===== src/rtl/reg_bus_initiator_if.sv =====
// rtl/reg_bus_initiator_if.sv - host command/response and register-bus signal bundle
//
// Groups the host command port (cmd_*), the host response port (rsp_*),
// the busy flag and the register request/response bus (reg_*).
//   master : the initiator side (accepts commands, drives reg_* requests,
//            returns responses)
//   slave  : the environment side (host plus peripheral register decoder)
interface reg_bus_initiator_if;
    logic        cmd_valid;
    logic        cmd_ready;
    logic        cmd_wr;
    logic [10:0] cmd_addr;
    logic [31:0] cmd_wdata;
    logic [3:0]  cmd_be;

    logic        rsp_valid;
    logic        rsp_ready;
    logic [31:0] rsp_rdata;
    logic        rsp_err;
    logic        rsp_wr;

    logic        busy;

    logic        reg_cs;
    logic        reg_wr;
    logic [10:0] reg_addr;
    logic [31:0] reg_wdata;
    logic [3:0]  reg_be;
    logic [31:0] reg_rdata;
    logic        reg_ack;

    modport master (
        input  cmd_valid, cmd_wr, cmd_addr, cmd_wdata, cmd_be,
        output cmd_ready,
        output rsp_valid, rsp_rdata, rsp_err, rsp_wr,
        input  rsp_ready,
        output busy,
        output reg_cs, reg_wr, reg_addr, reg_wdata, reg_be,
        input  reg_rdata, reg_ack
    );

    modport slave (
        output cmd_valid, cmd_wr, cmd_addr, cmd_wdata, cmd_be,
        input  cmd_ready,
        input  rsp_valid, rsp_rdata, rsp_err, rsp_wr,
        output rsp_ready,
        input  busy,
        input  reg_cs, reg_wr, reg_addr, reg_wdata, reg_be,
        output reg_rdata, reg_ack
    );
endinterface


===== src/rtl/reg_bus_initiator.sv =====
// rtl/reg_bus_initiator.sv - queued register-bus initiator with access timeout
//
// Host commands are queued in a CMD_DEPTH-entry FIFO and issued one at a
// time on the reg_* bus. Each access holds reg_cs until reg_ack or until
// TIMEOUT_CYC cycles have elapsed (0 disables the timeout); the result is
// held on rsp_* until the host accepts it.
// Ports:
//   mclk      - clock, all logic on posedge
//   h_reset_n - synchronous active-low reset
//   bus       - reg_bus_initiator_if.master: cmd_*, rsp_*, busy, reg_*
module reg_bus_initiator #(
    parameter int CMD_DEPTH   = 4,
    parameter int TIMEOUT_CYC = 255
) (
    input  logic                   mclk,
    input  logic                   h_reset_n,
    reg_bus_initiator_if.master    bus
);
    localparam int AW = (CMD_DEPTH > 1) ? $clog2(CMD_DEPTH) : 1;
    localparam int CW = AW + 1;
    localparam int TW = (TIMEOUT_CYC > 0) ? $clog2(TIMEOUT_CYC + 1) : 1;
    localparam bit TMO_EN = (TIMEOUT_CYC != 0);
    localparam logic [TW-1:0] TIMER_LAST = TW'((TIMEOUT_CYC > 0) ? TIMEOUT_CYC - 1 : 0);
    localparam logic [CW-1:0] FULL_CNT = CW'(CMD_DEPTH);

    typedef struct packed {
        logic        wr;
        logic [10:0] addr;
        logic [31:0] wdata;
        logic [3:0]  be;
    } cmd_t;

    typedef enum logic [1:0] {
        IDLE   = 2'd0,
        ACCESS = 2'd1,
        RESP   = 2'd2
    } state_t;

    state_t          state;
    cmd_t            mem [CMD_DEPTH];
    logic [AW-1:0]   wptr;
    logic [AW-1:0]   rptr;
    logic [CW-1:0]   count;
    logic [CW-1:0]   count_next;
    logic [TW-1:0]   timer;
    logic            push;
    logic            pop;
    cmd_t            head;

    // cmd_ready is a register, so a push can never land on a full FIFO.
    assign push = bus.cmd_valid & bus.cmd_ready;
    assign pop  = (state == IDLE) && (count != '0);
    assign head = mem[rptr];

    always_comb begin
        count_next = count + CW'(push) - CW'(pop);
    end

    assign bus.busy = (state != IDLE) || (count != '0);

    // Storage needs no reset: entries are only read behind a non-zero count.
    always_ff @(posedge mclk) begin
        if (push) begin
            mem[wptr] <= '{wr: bus.cmd_wr, addr: bus.cmd_addr,
                           wdata: bus.cmd_wdata, be: bus.cmd_be};
        end
    end

    always_ff @(posedge mclk) begin
        if (!h_reset_n) begin
            state         <= IDLE;
            wptr          <= '0;
            rptr          <= '0;
            count         <= '0;
            timer         <= '0;
            bus.cmd_ready <= 1'b0;
            bus.rsp_valid <= 1'b0;
            bus.rsp_rdata <= '0;
            bus.rsp_err   <= 1'b0;
            bus.rsp_wr    <= 1'b0;
            bus.reg_cs    <= 1'b0;
            bus.reg_wr    <= 1'b0;
            bus.reg_addr  <= '0;
            bus.reg_wdata <= '0;
            bus.reg_be    <= '0;
        end else begin
            count         <= count_next;
            // Computed from the next count so ready drops in the same cycle
            // the FIFO becomes full, and rises the cycle after release.
            bus.cmd_ready <= (count_next != FULL_CNT);
            if (push) wptr <= wptr + 1'b1;
            if (pop)  rptr <= rptr + 1'b1;

            case (state)
                IDLE: begin
                    if (count != '0) begin
                        bus.reg_wr    <= head.wr;
                        bus.reg_addr  <= head.addr;
                        bus.reg_wdata <= head.wdata;
                        bus.reg_be    <= head.be;
                        bus.reg_cs    <= 1'b1;
                        timer         <= '0;
                        state         <= ACCESS;
                    end
                end
                ACCESS: begin
                    if (bus.reg_ack) begin
                        bus.rsp_rdata <= bus.reg_wr ? 32'd0 : bus.reg_rdata;
                        bus.rsp_err   <= 1'b0;
                        bus.rsp_wr    <= bus.reg_wr;
                        bus.rsp_valid <= 1'b1;
                        bus.reg_cs    <= 1'b0;
                        state         <= RESP;
                    end else if (TMO_EN && (timer == TIMER_LAST)) begin
                        // Timer counts from 0, so reg_cs has been high for
                        // exactly TIMEOUT_CYC cycles at this point.
                        bus.rsp_rdata <= 32'd0;
                        bus.rsp_err   <= 1'b1;
                        bus.rsp_wr    <= bus.reg_wr;
                        bus.rsp_valid <= 1'b1;
                        bus.reg_cs    <= 1'b0;
                        state         <= RESP;
                    end else if (timer != '1) begin
                        timer <= timer + 1'b1;
                    end
                end
                RESP: begin
                    // reg_ack is not looked at here: a late ack is dropped.
                    if (bus.rsp_ready) begin
                        bus.rsp_valid <= 1'b0;
                        state         <= IDLE;
                    end
                end
                default: state <= IDLE;
            endcase
        end
    end
endmodule


===== src/flat_wrapper.sv =====
// flat-port wrapper written by rule: the top's interface ports become plain ports
module reg_bus_initiator_flat 
#(
    parameter int CMD_DEPTH   = 4,
    parameter int TIMEOUT_CYC = 255
)
  (mclk, h_reset_n, bus_cmd_valid, bus_cmd_wr, bus_cmd_addr, bus_cmd_wdata, bus_cmd_be, bus_cmd_ready, bus_rsp_valid, bus_rsp_rdata, bus_rsp_err, bus_rsp_wr, bus_rsp_ready, bus_busy, bus_reg_cs, bus_reg_wr, bus_reg_addr, bus_reg_wdata, bus_reg_be, bus_reg_rdata, bus_reg_ack);
  reg_bus_initiator_if bus_i ();
  input  logic mclk;
  input  logic h_reset_n;
  input wire logic [$bits(bus_i.cmd_valid)-1:0] bus_cmd_valid;
  input wire logic [$bits(bus_i.cmd_wr)-1:0] bus_cmd_wr;
  input wire logic [$bits(bus_i.cmd_addr)-1:0] bus_cmd_addr;
  input wire logic [$bits(bus_i.cmd_wdata)-1:0] bus_cmd_wdata;
  input wire logic [$bits(bus_i.cmd_be)-1:0] bus_cmd_be;
  output wire logic [$bits(bus_i.cmd_ready)-1:0] bus_cmd_ready;
  output wire logic [$bits(bus_i.rsp_valid)-1:0] bus_rsp_valid;
  output wire logic [$bits(bus_i.rsp_rdata)-1:0] bus_rsp_rdata;
  output wire logic [$bits(bus_i.rsp_err)-1:0] bus_rsp_err;
  output wire logic [$bits(bus_i.rsp_wr)-1:0] bus_rsp_wr;
  input wire logic [$bits(bus_i.rsp_ready)-1:0] bus_rsp_ready;
  output wire logic [$bits(bus_i.busy)-1:0] bus_busy;
  output wire logic [$bits(bus_i.reg_cs)-1:0] bus_reg_cs;
  output wire logic [$bits(bus_i.reg_wr)-1:0] bus_reg_wr;
  output wire logic [$bits(bus_i.reg_addr)-1:0] bus_reg_addr;
  output wire logic [$bits(bus_i.reg_wdata)-1:0] bus_reg_wdata;
  output wire logic [$bits(bus_i.reg_be)-1:0] bus_reg_be;
  input wire logic [$bits(bus_i.reg_rdata)-1:0] bus_reg_rdata;
  input wire logic [$bits(bus_i.reg_ack)-1:0] bus_reg_ack;
  assign bus_i.cmd_valid = bus_cmd_valid;
  assign bus_i.cmd_wr = bus_cmd_wr;
  assign bus_i.cmd_addr = bus_cmd_addr;
  assign bus_i.cmd_wdata = bus_cmd_wdata;
  assign bus_i.cmd_be = bus_cmd_be;
  assign bus_cmd_ready = bus_i.cmd_ready;
  assign bus_rsp_valid = bus_i.rsp_valid;
  assign bus_rsp_rdata = bus_i.rsp_rdata;
  assign bus_rsp_err = bus_i.rsp_err;
  assign bus_rsp_wr = bus_i.rsp_wr;
  assign bus_i.rsp_ready = bus_rsp_ready;
  assign bus_busy = bus_i.busy;
  assign bus_reg_cs = bus_i.reg_cs;
  assign bus_reg_wr = bus_i.reg_wr;
  assign bus_reg_addr = bus_i.reg_addr;
  assign bus_reg_wdata = bus_i.reg_wdata;
  assign bus_reg_be = bus_i.reg_be;
  assign bus_i.reg_rdata = bus_reg_rdata;
  assign bus_i.reg_ack = bus_reg_ack;
  reg_bus_initiator #(.CMD_DEPTH(CMD_DEPTH), .TIMEOUT_CYC(TIMEOUT_CYC)) u_core (.mclk(mclk), .h_reset_n(h_reset_n), .bus(bus_i));
endmodule

===== config.mk =====
export PLATFORM = sky130hd
export DESIGN_NAME = reg_bus_initiator_flat
export DESIGN_NICKNAME = d
export VERILOG_FILES = /design/src/rtl/reg_bus_initiator_if.sv /design/src/rtl/reg_bus_initiator.sv /design/src/flat_wrapper.sv
export SDC_FILE = /design/constraint.sdc
export NUM_CORES = 1
export LEC_CHECK = 0
export BUFFER_PORTS_ARGS = -buffer_cell sky130_fd_sc_hd__buf_2
export CORE_MARGIN = 2
export CORE_UTILIZATION = 51
export CTS_CLUSTER_DIAMETER = 30
export CTS_CLUSTER_SIZE = 16
export DETAILED_ROUTE_END_ITERATION = 8
export PLACE_DENSITY = 0.83
export SYNTH_ARGS = -nofsm -noshare
export SYNTH_HDL_FRONTEND = slang
export SYNTH_SLANG_ARGS = --single-unit

===== constraint.sdc =====
create_clock -name mclk -period 2.71 [get_ports mclk]
set_clock_uncertainty 0.05 [all_clocks]
set_input_delay 0.542 -clock mclk [delete_from_list [all_inputs] [get_ports mclk]]
set_output_delay 0.542 -clock mclk [all_outputs]
set_load 0.005 [all_outputs]

Yosys cells after proc, flatten, opt, wreduce, memory -nomap -nowiden
Memory sizes are Yosys's and may differ from the RTL's. A register that Yosys moved wholly into a read port is not among the register bits.
Cells that the tools add are included.
W data, S select, Z words.

word-level totals
  flip-flop bits (word level) = 54
  bits in writable memories = 192
  bits of input ports = 85
  logic and storage cells = 70
  memories = 1

memory list
  name        depth  bits a word  rd ports  clocked after memory_dff  write ports  line                     RTL
  u_core.mem  4      48           1         1                         1            reg_bus_initiator.sv:40  cmd_t mem [CMD_DEPTH];

operators by class
  add/sub/neg operators = 5
  eq/ne operators = 11
  multiplexer cells = 26
  bitwise logic cells = 1
  reduce and logical (&&, ||, !) cells = 15

operator list
  cell                   count
  $mux W32               3
  $mux W8                4
  $pmux W8 S2            1
  $mux W1                11
  $reduce_and A3 Y1      3
  $add A8 B1 Y8 const B  1
  $eq A8 B8 Y1 const B   1
  $mux W2                4
  $ne A2 B2 Y1 const B   4
  $ne A8 B8 Y1 const B   1
  $reduce_bool A2 Y1     4
  $pmux W2 S3            1
  $reduce_and A5 Y1      1
  $add A2 B1 Y2 const B  2
  $pmux W1 S2            2
  $reduce_and A2 Y1      2
  $add A3 B1 Y3          1
  $ne A3 B2 Y1 const B   1
  $ne A3 B3 Y1 const B   1
  $reduce_bool A3 Y1     1
  $sub A3 B1 Y3          1
  $eq A2 B1 Y1 const B   1
  $eq A2 B2 Y1 const B   1
  $logic_not A2 Y1       1
  5 further kinds        5

Logic depth before layout (Yosys ltp)
Gate-level depths: netlist of the first run.

  depth after elaboration = 5
  depth in mapped cells = 12
  gate-level depth less buffers = 11

Worst setup path after synthesis of the first run
No wires, ideal clock.

  kind = register to register
  from = register u_core.count[1]
  to = register u_core.bus.cmd_ready
  library setup time = 0.128 ns
  arrival time = 2.354 ns
  data required time = 2.532 ns
  setup slack = 0.179 ns
  cell stages (with the launch flop) = 13
  path buffers = 1
  clock period less this slack = 2.531 ns
  cell sequence = dfxtp_1 or3_1 nand2_2 inv_2 buf_2 ha_1 inv_1 ha_1 inv_1 fa_1 xnor2_1 nor3b_1 nor2_1

between the ends
  longest elaborated chain between the ends = 4
  elaborated cells between the ends (all ways) = 5
  classes of those cells = add/sub: 2; eq/ne: 1; reduce/logical: 2

ends and longest elaborated chain
  what                    line                        RTL
  from (decl)             reg_bus_initiator.sv:43     logic [CW-1:0] count;
  from (signal assigned)  reg_bus_initiator.sv:87     count <= count_next;
  $reduce_bool A3 Y1      reg_bus_initiator.sv:52     assign pop = (state == IDLE) && (count != '0);
  $logic_and A1 B1 Y1     reg_bus_initiator.sv:52
  named net u_core.pop    reg_bus_initiator.sv:47     logic pop;
  $sub A3 B1 Y3           reg_bus_initiator.sv:56     count_next = count + CW'(push) - CW'(pop);
  $ne A3 B3 Y1            reg_bus_initiator.sv:90     bus.cmd_ready <= (count_next != FULL_CNT);
  to (signal assigned)    reg_bus_initiator.sv:90
  to (decl)               reg_bus_initiator_if.sv:34  output cmd_ready,

The timed path passes the listed nets, and every way through them passes these cells.
A chain may end at the register's enable or synchronous reset.

Final worst setup path of the first run
  from = register u_core.count[1]
  to = register u_core.bus.cmd_ready

between the ends
  longest elaborated chain between the ends = 4
  elaborated cells between the ends (all ways) = 5
  classes of those cells = add/sub: 2; eq/ne: 1; reduce/logical: 2

ends and longest elaborated chain
  what                                                   line
  branches (longest 2 deep; another with $add A3 B1 Y3)  --
  $sub A3 B1 Y3 (*)                                      reg_bus_initiator.sv:56
  $ne A3 B3 Y1 (*)                                       reg_bus_initiator.sv:90

Mark *: on every way between the ends.

==> results of run 1 <==
## how the worst min path moves through the flow
stage                                   startpoint                        to  cells after the start  slack, ns
after global routing               bus_cmd_addr[3]         u_core.mem[3][39]                      1       0.15
after detailed placement  u_core.bus.reg_wdata[28]  u_core.bus.reg_wdata[28]                      2       0.39
final                                   bus_cmd_wr         u_core.mem[3][47]                      1       0.17
after CTS                        bus_cmd_wdata[18]         u_core.mem[2][22]                      1       0.15
after floorplan                    u_core.timer[7]           u_core.timer[7]                      1       0.39
after global placement    u_core.bus.reg_wdata[21]  u_core.bus.reg_wdata[21]                      2       0.39
## flip-flops by register name, indices dropped and copies added, names as in the netlist, 2 cells and up
signal and count:
u_core.count 3, u_core.bus.reg_be 4, u_core.bus.rsp_rdata 32, u_core.wptr 2, u_core.bus.reg_addr 11, u_core.mem 192, u_core.bus.reg_wdata 32, u_core.rptr 2
u_core.state 2, u_core.timer 8
## through the flow
step	std cells	cell area [µm²]	utilization, %	setup WS [ns]
final	1187	13730	65.92	0.3268
after CTS	1184	13720	65.88	0.3075
after global routing	1184	13720	65.88	0.1483
after global placement	1087	11880	57.04	0.3743
after floorplan	660	10720	-	0.1786
after detailed placement	1087	11880	57.04	0.3134
## area by class of cell
cell class | count | area [µm²] | area share (%)
Tap cell | 275 | 344.1 | 2.507
Inverter | 10 | 37.54 | 0.2735
Clock buffer | 59 | 1390 | 10.13
Antenna cell | 3 | 7.507 | 0.05469
Clock inverter | 38 | 451.7 | 3.291
Sequential cell | 294 | 7812 | 56.92
Multi-Input combinational cell | 322 | 2686 | 19.57
Timing Repair Buffer | 186 | 996.0 | 7.256
## power by group through the flow
stage          combinational [µW]  clock [µW]  sequential [µW]
2_1_floorplan                1940           0             5820
3_3_place_gp                 2870           0             5870
3_5_place_dp                 2940           0             5910
4_1_cts                      2970        6750             5840
5_1_grt                      3220        6960             5900
6_report                     2910        6630             5830
## critical path, stage by stage, from the launching register on
cell and delay (ns):
dfxtp_1 0.34, or3_1 0.43, nand2_2 0.09, inv_2 0.04, ha_1 0.28, inv_1 0.06, ha_1 0.13, inv_1 0.05
fa_1 0.40, xnor2_1 0.15, nor3b_1 0.18, nor2_1 0.05
## cell usage in the layout, fill, tap and decap left out, drive strengths merged, types with 4 or more instances in the layout
cell,instances
edfxtp,192
buf,186
nand2,110
dfxtp,102
a21oi,59
clkbuf,59
mux4,48
a22o,32
inv,18
clkinv,14
nor2,11
clkinvlp,9
and3,9
ha,8
o21ai,7
bufinv,7
a31oi,5
nand3,4
## logic make-up (layout without fill, tap and decap cells)
group / count (synthesis) / count (layout) / share of synthesized area [%]
other: 0 / 3 / 0
buffers and inverters: 44 / 293 / 2.252
adder cells (fa/ha/maj): 9 / 9 / 1.120
AO/OA/AOI/OAI: 112 / 112 / 7.304
AND/OR/NAND/NOR: 147 / 147 / 5.939
flip-flops: 294 / 294 / 72.80
multiplexers: 49 / 49 / 10.17
XOR/XNOR: 5 / 5 / 0.4084
## layer usage
metal / part of all wire (%) / vias up
met5: 0 / -
met4: 1.9 / 0
met3: 7.7 / 42
met2: 50 / 254
met1: 40 / 3137
li1: - / 2957
==> impl_metrics.py, run 1 <==
metrics = {
    "synthesis": {
        "synthCells": 660,
        "synth_most_common_cell": "edfxtp_1",
        "synth-seq-cells": 294,
        "yosys-top-cells-area": "edfxtp_1 (54%), dfxtp_1 (19%), mux4_2 (10%)",
        "ys_warn_count": 0,
        "synth_flop_cell": "edfxtp_1",
        "async_reset_ff_share_pct": 0,
        "ys_types": 45,
        "synth-edff-count": 192,
        "syn_nets": 754,
        "synth_area_per_cell_um2": 16.25,
        "yosysSeqAreaShare_pct": 72.80,
        "synth_top_area_share_pct": 53.76,
        "ys_top_cells_by_count": "edfxtp_1 (192), nand2_1 (109), dfxtp_1 (102), a21oi_1 (59), mux4_2 (48)",
        "syn_area_mm2": 0.01072,
        "yosys.area.top_type": "edfxtp_1",
    },
    "worst_setup_path": {
        "crit_required_ns": 3.07,
        "cp-start-kind": "register",
        "startpoint": "u_core.count[1]",
        "path_max_fanout": 4,
        "rrSetupSlack_ns": 0.33,
        "timing.rr.end": "u_core.bus.cmd_ready",
        "r2r_cells": 11,
        "path_class": "register to register",
        "arrival_ns": 2.74,
        "r2r-start": "u_core.count[1]",
        "end_kind": "register",
        "cp-endpoint": "u_core.bus.cmd_ready",
    },
    "global_routing": {
        "met3_usage_pct": 5.749,
        "grt_util_met1_pct": 24.61,
        "top_usage_layer": "met2",
        "grt_max_degree": 52,
        "track_usage_pct": 20.20,
        "grt_pass1_vias": 6481,
        "use_met2_pct": 35.25,
        "overflow": 0,
        "antenna_found_initial": 3,
        "grt_pass1_wl_mm": 34.37,
    },
    "clocking": {
        "post_cts_buffers": 0,
        "htreeDepth": 2,
        "cts_max_path_buffers": 3,
        "cts.clk_slew.worst_paths_ns": 0.05,
        "cts.sinks": 294,
        "postCtsHoldBufs": 0,
        "numCtsBuffers": 52,
        "cts_resized": 0,
        "clock_latency_ns": 0.53,
        "cts_tree": "done",
        "cts_root_buf": "clkbuf_16",
    },
    "timing": {
        "hold_slack_ns": 0.1740,
        "fin_crit_sh_pct": 87.94,
        "tightestPinTransition_ns": 0.6753,
        "slew_violations": 0,
        "fin_setup_tns_ns": 0,
        "fmax_mhz": 419.6,
        "setup_viol": 0,
        "period_minus_slack_ns": 2.383,
        "maxSlewHeadroom_pct": 54.98,
        "rsz0062_at_grt": "false",
        "final_hold_viol_count": 0,
    },
    "floorplanning": {
        "core_region_area_mm2": 0.02082,
        "die_y_um": 149.0,
        "dieArea_mm2": 0.02220,
        "die_w_um": 149.0,
        "initial_core_util_pct": 51.50,
        "num_io_pins": 171,
        "rows": 53,
    },
    "power": {
        "pwr-share-seq_pct": 37.9,
        "power_uw": 15370,
        "switching_share_pct": 27.55,
        "powerDensity_mw_per_mm2": 1120,
        "clock_power_share_pct": 43.2,
        "p_leak_uw": 0.005175,
        "p_int_uw": 11140,
        "irDropWorstVdd_mv": 0.8461,
        "switchingPower_uw": 4236,
        "combPwrFrac_pct": 18.9,
    },
    "final_layout": {
        "area_growth_pct": 27.99,
        "n_fill_cell": 1426,
        "final_layout_size_suffix_gt1_share_pct": 38.50,
        "finalNetCount": 960,
    },
    "route": {
        "drc": 0,
        "wl_per_cell_um": 19.05,
        "viasPerCell": 5.383,
        "drtIter0Drc": 340,
        "num_vias": 6390,
        "firstDrtPassIters": 6,
        "wl_mm": 22.62,
        "ant_nets": 0,
    },
    "outcome": {
        "status": "complete, no violations",
    },
    "flow_run": {
        "cap_violations": 0,
    },
    "place": {
        "io_buffer_count": 170,
        "hpwl_mm": 12.92,
        "gp_congestion": 0.7678,
    },
    "hold_path": {
        "hold_path.class": "input pin to register",
    },
}
Note: power is estimated with default switching activity, not from simulation.
==> run 2, diff against run 1 <==
CORE_UTILIZATION = 56   (was 51)
MAX_ROUTING_LAYER = met4   (was default)
PLACE_DENSITY = 0.86   (was 0.83)
clock period = 2.6 ns   (was 2.71 ns; I/O delays follow)
==> impl_metrics.py, run 2 (synthesized netlist as in run 1, its figures left out) <==
metrics = {
    "outcome": {
        "status": "complete, no violations",
    },
    "final_layout": {
        "largest_reg_flops": 192,
        "final_layout_size_suffix_gt1_share_pct": 36.45,
        "top_register": "u_core.mem",
        "fin_cells": 1126,
        "area_growth_pct": 24.16,
        "layout_commonest_cell": "edfxtp_1",
        "reg_top3": "u_core.mem (192), u_core.bus.reg_wdata (32), u_core.bus.rsp_rdata (32)",
        "design_area_mm2": 0.01332,
        "finalNetCount": 947,
        "mostFrequentLayoutCells": "edfxtp_1 (192), buf_2 (170), nand2_1 (109)",
        "finish.utilization_pct": 70.95,
    },
    "global_routing": {
        "grt_max_degree": 57,
        "grt_pass1_wl_mm": 34.72,
        "antenna_found_initial": 2,
        "grt_pass1_vias": 6639,
        "track_usage_pct": 23.09,
        "overflow": 0,
    },
    "clocking": {
        "cts_tree": "done",
        "post_cts_buffers": 0,
        "cts_root_buf": "clkbuf_16",
        "numCtsBuffers": 44,
        "postCtsHoldBufs": 0,
        "cts_resized": 0,
        "cts.clk_slew.worst_paths_ns": 0.05,
        "clock_latency_ns": 0.53,
        "cts.sinks": 294,
        "cts_max_path_buffers": 3,
        "htreeDepth": 2,
    },
    "route": {
        "wl_mm": 22.59,
        "wl_met1_mm": 8.854,
        "drtIter0Drc": 432,
        "viasPerCell": 5.679,
        "dr_wl_met2_mm": 11.49,
        "firstDrtPassIters": 5,
        "wl_per_cell_um": 20.06,
        "ant_nets": 0,
        "drc": 0,
        "num_vias": 6395,
        "routed.top_layer": "met4",
        "dr_wl_met3_mm": 1.680,
    },
    "power": {
        "switchingPower_uw": 4149,
        "clock_power_share_pct": 38.4,
        "irDropWorstVdd_mv": 0.8340,
        "p_leak_uw": 0.004992,
        "combPwrFrac_pct": 20.7,
        "powerDensity_mw_per_mm2": 1114,
        "p_int_uw": 10690,
        "switching_share_pct": 27.97,
        "pwr-share-seq_pct": 40.9,
    },
    "floorplanning": {
        "die_y_um": 142.4,
        "dieArea_mm2": 0.02027,
        "initial_core_util_pct": 57.14,
        "num_io_pins": 171,
        "core_region_area_mm2": 0.01877,
        "die_w_um": 142.4,
        "rows": 50,
    },
    "timing": {
        "setup_viol": 0,
        "fmax_mhz": 412.8,
        "fin_setup_tns_ns": 0,
        "period_minus_slack_ns": 2.422,
        "maxSlewHeadroom_pct": 53.54,
        "tightestPinTransition_ns": 0.6969,
        "final_hold_viol_count": 0,
        "hold_slack_ns": 0.1603,
        "fin_crit_sh_pct": 93.17,
        "slew_violations": 0,
        "rsz0062_at_grt": "false",
    },
    "worst_setup_path": {
        "timing.critical_path.slowest_stage_cell": "or3_1",
        "path_max_fanout": 4,
        "crit_family": "adder cells",
        "max_stage_delay_ns": 0.43,
        "path_cells": "or3_1 > nand2_2 > inv_2 > ha_1 > inv_1 > ha_1 > inv_1 > fa_1 > xnor2_1 > nor3b_1 > nor2_1",
        "arrival_ns": 2.75,
        "cp_num_buf_inv": 3,
        "path_class": "register to register",
        "end_kind": "register",
        "crit_required_ns": 2.93,
        "cp-start-kind": "register",
    },
    "place": {
        "hpwl_mm": 12.67,
        "dpl_cell_area_mm2": 0.01184,
        "gp_congestion": 0.7859,
        "io_buffer_count": 170,
        "placed_cells": 1041,
    },
    "hold_path": {
        "hold_path.class": "input pin to register",
    },
    "flow_run": {
        "cap_violations": 0,
    },
}
[run 2: final cells by class]
type | instances | area, µm²
Antenna cell | 3 | 7.507
Fill cell | 1159 | 5453
Timing Repair Buffer | 181 | 1008
Multi-Input combinational cell | 322 | 2686
Sequential cell | 294 | 7812
Inverter | 10 | 37.54
Tap cell | 234 | 292.8
Clock inverter | 25 | 249.0
Clock buffer | 57 | 1221
[run 2: worst register-to-register path, cell delays in order (launching register included)]
cell	delay (ns)
dfxtp_1	0.34
or3_1	0.43
nand2_2	0.10
inv_2	0.04
ha_1	0.27
inv_1	0.06
ha_1	0.14
inv_1	0.05
fa_1	0.40
xnor2_1	0.15
nor3b_1	0.18
nor2_1	0.06
[run 2: metal layers]
metal / GRT usage, % / vias to the layer above
met5: - / -
met4: 8.546 / 0
met3: 5.821 / 46
met2: 38.67 / 279
met1: 27.33 / 3152
li1: - / 2918
[run 2: final timing paths]
kind | slack [ns] | from | cells after the start | end
max | 0.18 | u_core.count[1] | 11 | u_core.bus.cmd_ready
min | 0.16 | bus_cmd_wdata[13] | 1 | u_core.mem[0][17]
max reg2reg | 0.18 | u_core.count[1] | 11 | u_core.bus.cmd_ready
min reg2reg | 0.40 | u_core.bus.reg_addr[1] | 2 | u_core.bus.reg_addr[1]
[run 2: per-stage QoR]
stage                     setup WS (ns)  total power, µW
after detailed placement         0.1899             9196
after floorplan                 0.06863             8081
after CTS                        0.1649            14970
after global routing            0.01839            15500
final                            0.1776            14840
after global placement           0.2440             9091
[run 2: power by group through the flow]
stage,registers (µW),clock network [µW],logic (µW)
2_1_floorplan,6060,0,2020
3_3_place_gp,6100,0,2990
3_5_place_dp,6140,0,3050
4_1_cts,6070,5780,3120
5_1_grt,6140,5990,3370
6_report,6070,5700,3070
==> run 3, diff against run 2 <==
--- a/config.mk
+++ b/config.mk
@@ -9,3 +9,3 @@
 export CORE_MARGIN = 2
-export CORE_UTILIZATION = 56
+export CORE_UTILIZATION = 45
 export CTS_CLUSTER_DIAMETER = 30
@@ -14,3 +14,4 @@
 export MAX_ROUTING_LAYER = met4
-export PLACE_DENSITY = 0.86
+export PLACE_DENSITY = 0.73
+export SKIP_CTS_REPAIR_TIMING = 1
 export SYNTH_ARGS = -nofsm -noshare
==> constraint.sdc (replaced) <==
create_clock -name mclk -period 2.6 [get_ports mclk]
set_clock_uncertainty 0.05 [all_clocks]
set_input_delay 0.39 -clock mclk [delete_from_list [all_inputs] [get_ports mclk]]
set_output_delay 0.39 -clock mclk [all_outputs]
set_load 0.005 [all_outputs]
==> impl_metrics.py, run 3 (synthesized netlist as in run 1, its figures left out) <==
metrics = {
    "clocking": {
        "cts.clk_slew.worst_paths_ns": 0.05,
        "cts.sinks": 294,
        "htreeDepth": 2,
        "cts_max_path_buffers": 3,
        "clock_latency_ns": 0.54,
        "cts_tree": "done",
        "cts_root_buf": "clkbuf_16",
        "numCtsBuffers": 51,
    },
    "worst_setup_path": {
        "arrival_ns": 2.77,
        "rrSetupSlack_ns": 0.17,
        "crit_required_ns": 2.94,
        "path_max_fanout": 4,
        "crit_family": "simple AND/OR/NAND/NOR gates",
        "path_depth": 11,
        "timing.rr.end": "u_core.bus.cmd_ready",
        "cp-start-kind": "register",
        "timing.critical_path.slowest_stage_cell": "or3_1",
        "max_stage_delay_ns": 0.44,
        "path_cells": "or3_1 > nand2_2 > inv_2 > ha_1 > inv_1 > ha_1 > inv_1 > fa_1 > xnor2_1 > nor3b_1 > nor2_1",
        "end_kind": "register",
        "cp_num_buf_inv": 3,
        "path_class": "register to register",
        "r2r_cells": 11,
        "r2r-start": "u_core.count[1]",
    },
    "final_layout": {
        "n_fill_cell": 1875,
        "design_area_mm2": 0.01369,
        "register_area_mm2": 0.007812,
        "largest_reg_flops": 192,
        "finalNetCount": 967,
        "mostFrequentLayoutCells": "edfxtp_1 (192), buf_2 (170), nand2_1 (109)",
        "area_growth_pct": 27.66,
        "final_layout_size_suffix_gt1_share_pct": 37.23,
        "reg_top3": "u_core.mem (192), u_core.bus.reg_wdata (32), u_core.bus.rsp_rdata (32)",
        "multiInputGateArea_mm2": 0.002686,
        "top_register": "u_core.mem",
        "layout_commonest_cell": "edfxtp_1",
    },
    "timing": {
        "setup_viol": 0,
        "tightestPinTransition_ns": 0.6706,
        "rsz0062_at_grt": "false",
        "period_minus_slack_ns": 2.426,
        "fin_setup_tns_ns": 0,
        "maxSlewHeadroom_pct": 55.29,
        "slew_violations": 0,
        "fin_crit_sh_pct": 93.30,
        "hold_slack_ns": 0.01354,
        "final_hold_viol_count": 0,
        "fmax_mhz": 412.2,
    },
    "flow_run": {
        "cap_violations": 0,
    },
    "floorplanning": {
        "die_y_um": 158.4,
        "die_w_um": 158.4,
        "dieArea_mm2": 0.02508,
        "initial_core_util_pct": 45.82,
        "rows": 56,
        "core_region_area_mm2": 0.02340,
        "num_io_pins": 171,
    },
    "global_routing": {
        "use_met2_pct": 28.12,
        "overflow": 0,
        "grt_util_met1_pct": 21.07,
        "grt_pass1_wl_mm": 32.02,
        "grt_max_degree": 52,
        "track_usage_pct": 17.30,
        "antenna_found_initial": 3,
        "met3_usage_pct": 5.335,
        "top_usage_layer": "met2",
        "grt_pass1_vias": 6091,
    },
    "route": {
        "wl_mm": 21.41,
        "drtIter0Drc": 353,
        "ant_nets": 0,
        "drc": 0,
        "num_vias": 6229,
        "wl_per_cell_um": 17.29,
        "firstDrtPassIters": 4,
        "viasPerCell": 5.032,
    },
    "outcome": {
        "status": "complete, no violations",
    },
    "place": {
        "gp_congestion": 0.7649,
        "hpwl_mm": 12.93,
        "dpl_cell_area_mm2": 0.01194,
        "io_buffer_count": 170,
    },
    "power": {
        "powerDensity_mw_per_mm2": 1114,
        "irDropWorstVdd_mv": 0.9064,
        "p_leak_uw": 0.005132,
        "power_uw": 15250,
    },
    "hold_path": {
        "hold_depth": 1,
        "min_to": "u_core.mem[0][9]",
        "hold_path.class": "input pin to register",
        "min-delay-start": "bus_cmd_wdata[5]",
    },
}
==> run 3: how the worst max path moves through the flow <==
stage | to | start | slack [ns]
after floorplan | u_core.bus.cmd_ready | u_core.count[1] | 0.07
after global placement | u_core.bus.cmd_ready | u_core.count[1] | 0.24
after detailed placement | u_core.bus.cmd_ready | u_core.count[1] | 0.18
after CTS | u_core.bus.cmd_ready | u_core.count[1] | 0.17
after global routing | u_core.bus.cmd_ready | u_core.count[1] | 0.03
final | u_core.bus.cmd_ready | u_core.count[1] | 0.17
==> run 3: layout make-up <==
cell class	count	share of cell area, %
multi-input cells	322	19.62
clock buffers	64	10.13
diodes	3	0.05483
flip-flops and latches	294	57.06
inverters	10	0.2742
clock inverters	32	1.974
repair buffers	194	7.969
well taps	319	2.915
==> run 3: metrics by stage <==
step	setup slack, ns	instances	util [%]
floorplan	0.06863	660	-
global placement	0.2390	1130	51.01
detailed placement	0.1828	1130	51.01
CTS	0.1674	1226	58.08
global route	0.03218	1238	58.50
finish	0.1741	1238	58.50
==> run 3: where the power goes <==
part | internal [µW] | leakage, µW | total [µW] | switching [µW]
registers | 5690 | 0.00258 | 6020 | 335
clock network | 4000 | 0.000802 | 6180 | 2190
logic | 1350 | 0.00175 | 3040 | 1690
total | 11000 | 0.00513 | 15200 | 4210
==> run 3: layer usage <==
layer	share of wire, %	wire, µm
met5	0	0
met4	1.4	291
met3	7.5	1602
met2	49	10430
met1	42	9085
==> run 3: worst reg2reg max path: stages (launching register included) <==
cell and delay (ns):
dfxtp_1 0.34, or3_1 0.44, nand2_2 0.09, inv_2 0.04
ha_1 0.27, inv_1 0.06, ha_1 0.13, inv_1 0.05
fa_1 0.39, xnor2_1 0.15, nor3b_1 0.21, nor2_1 0.06
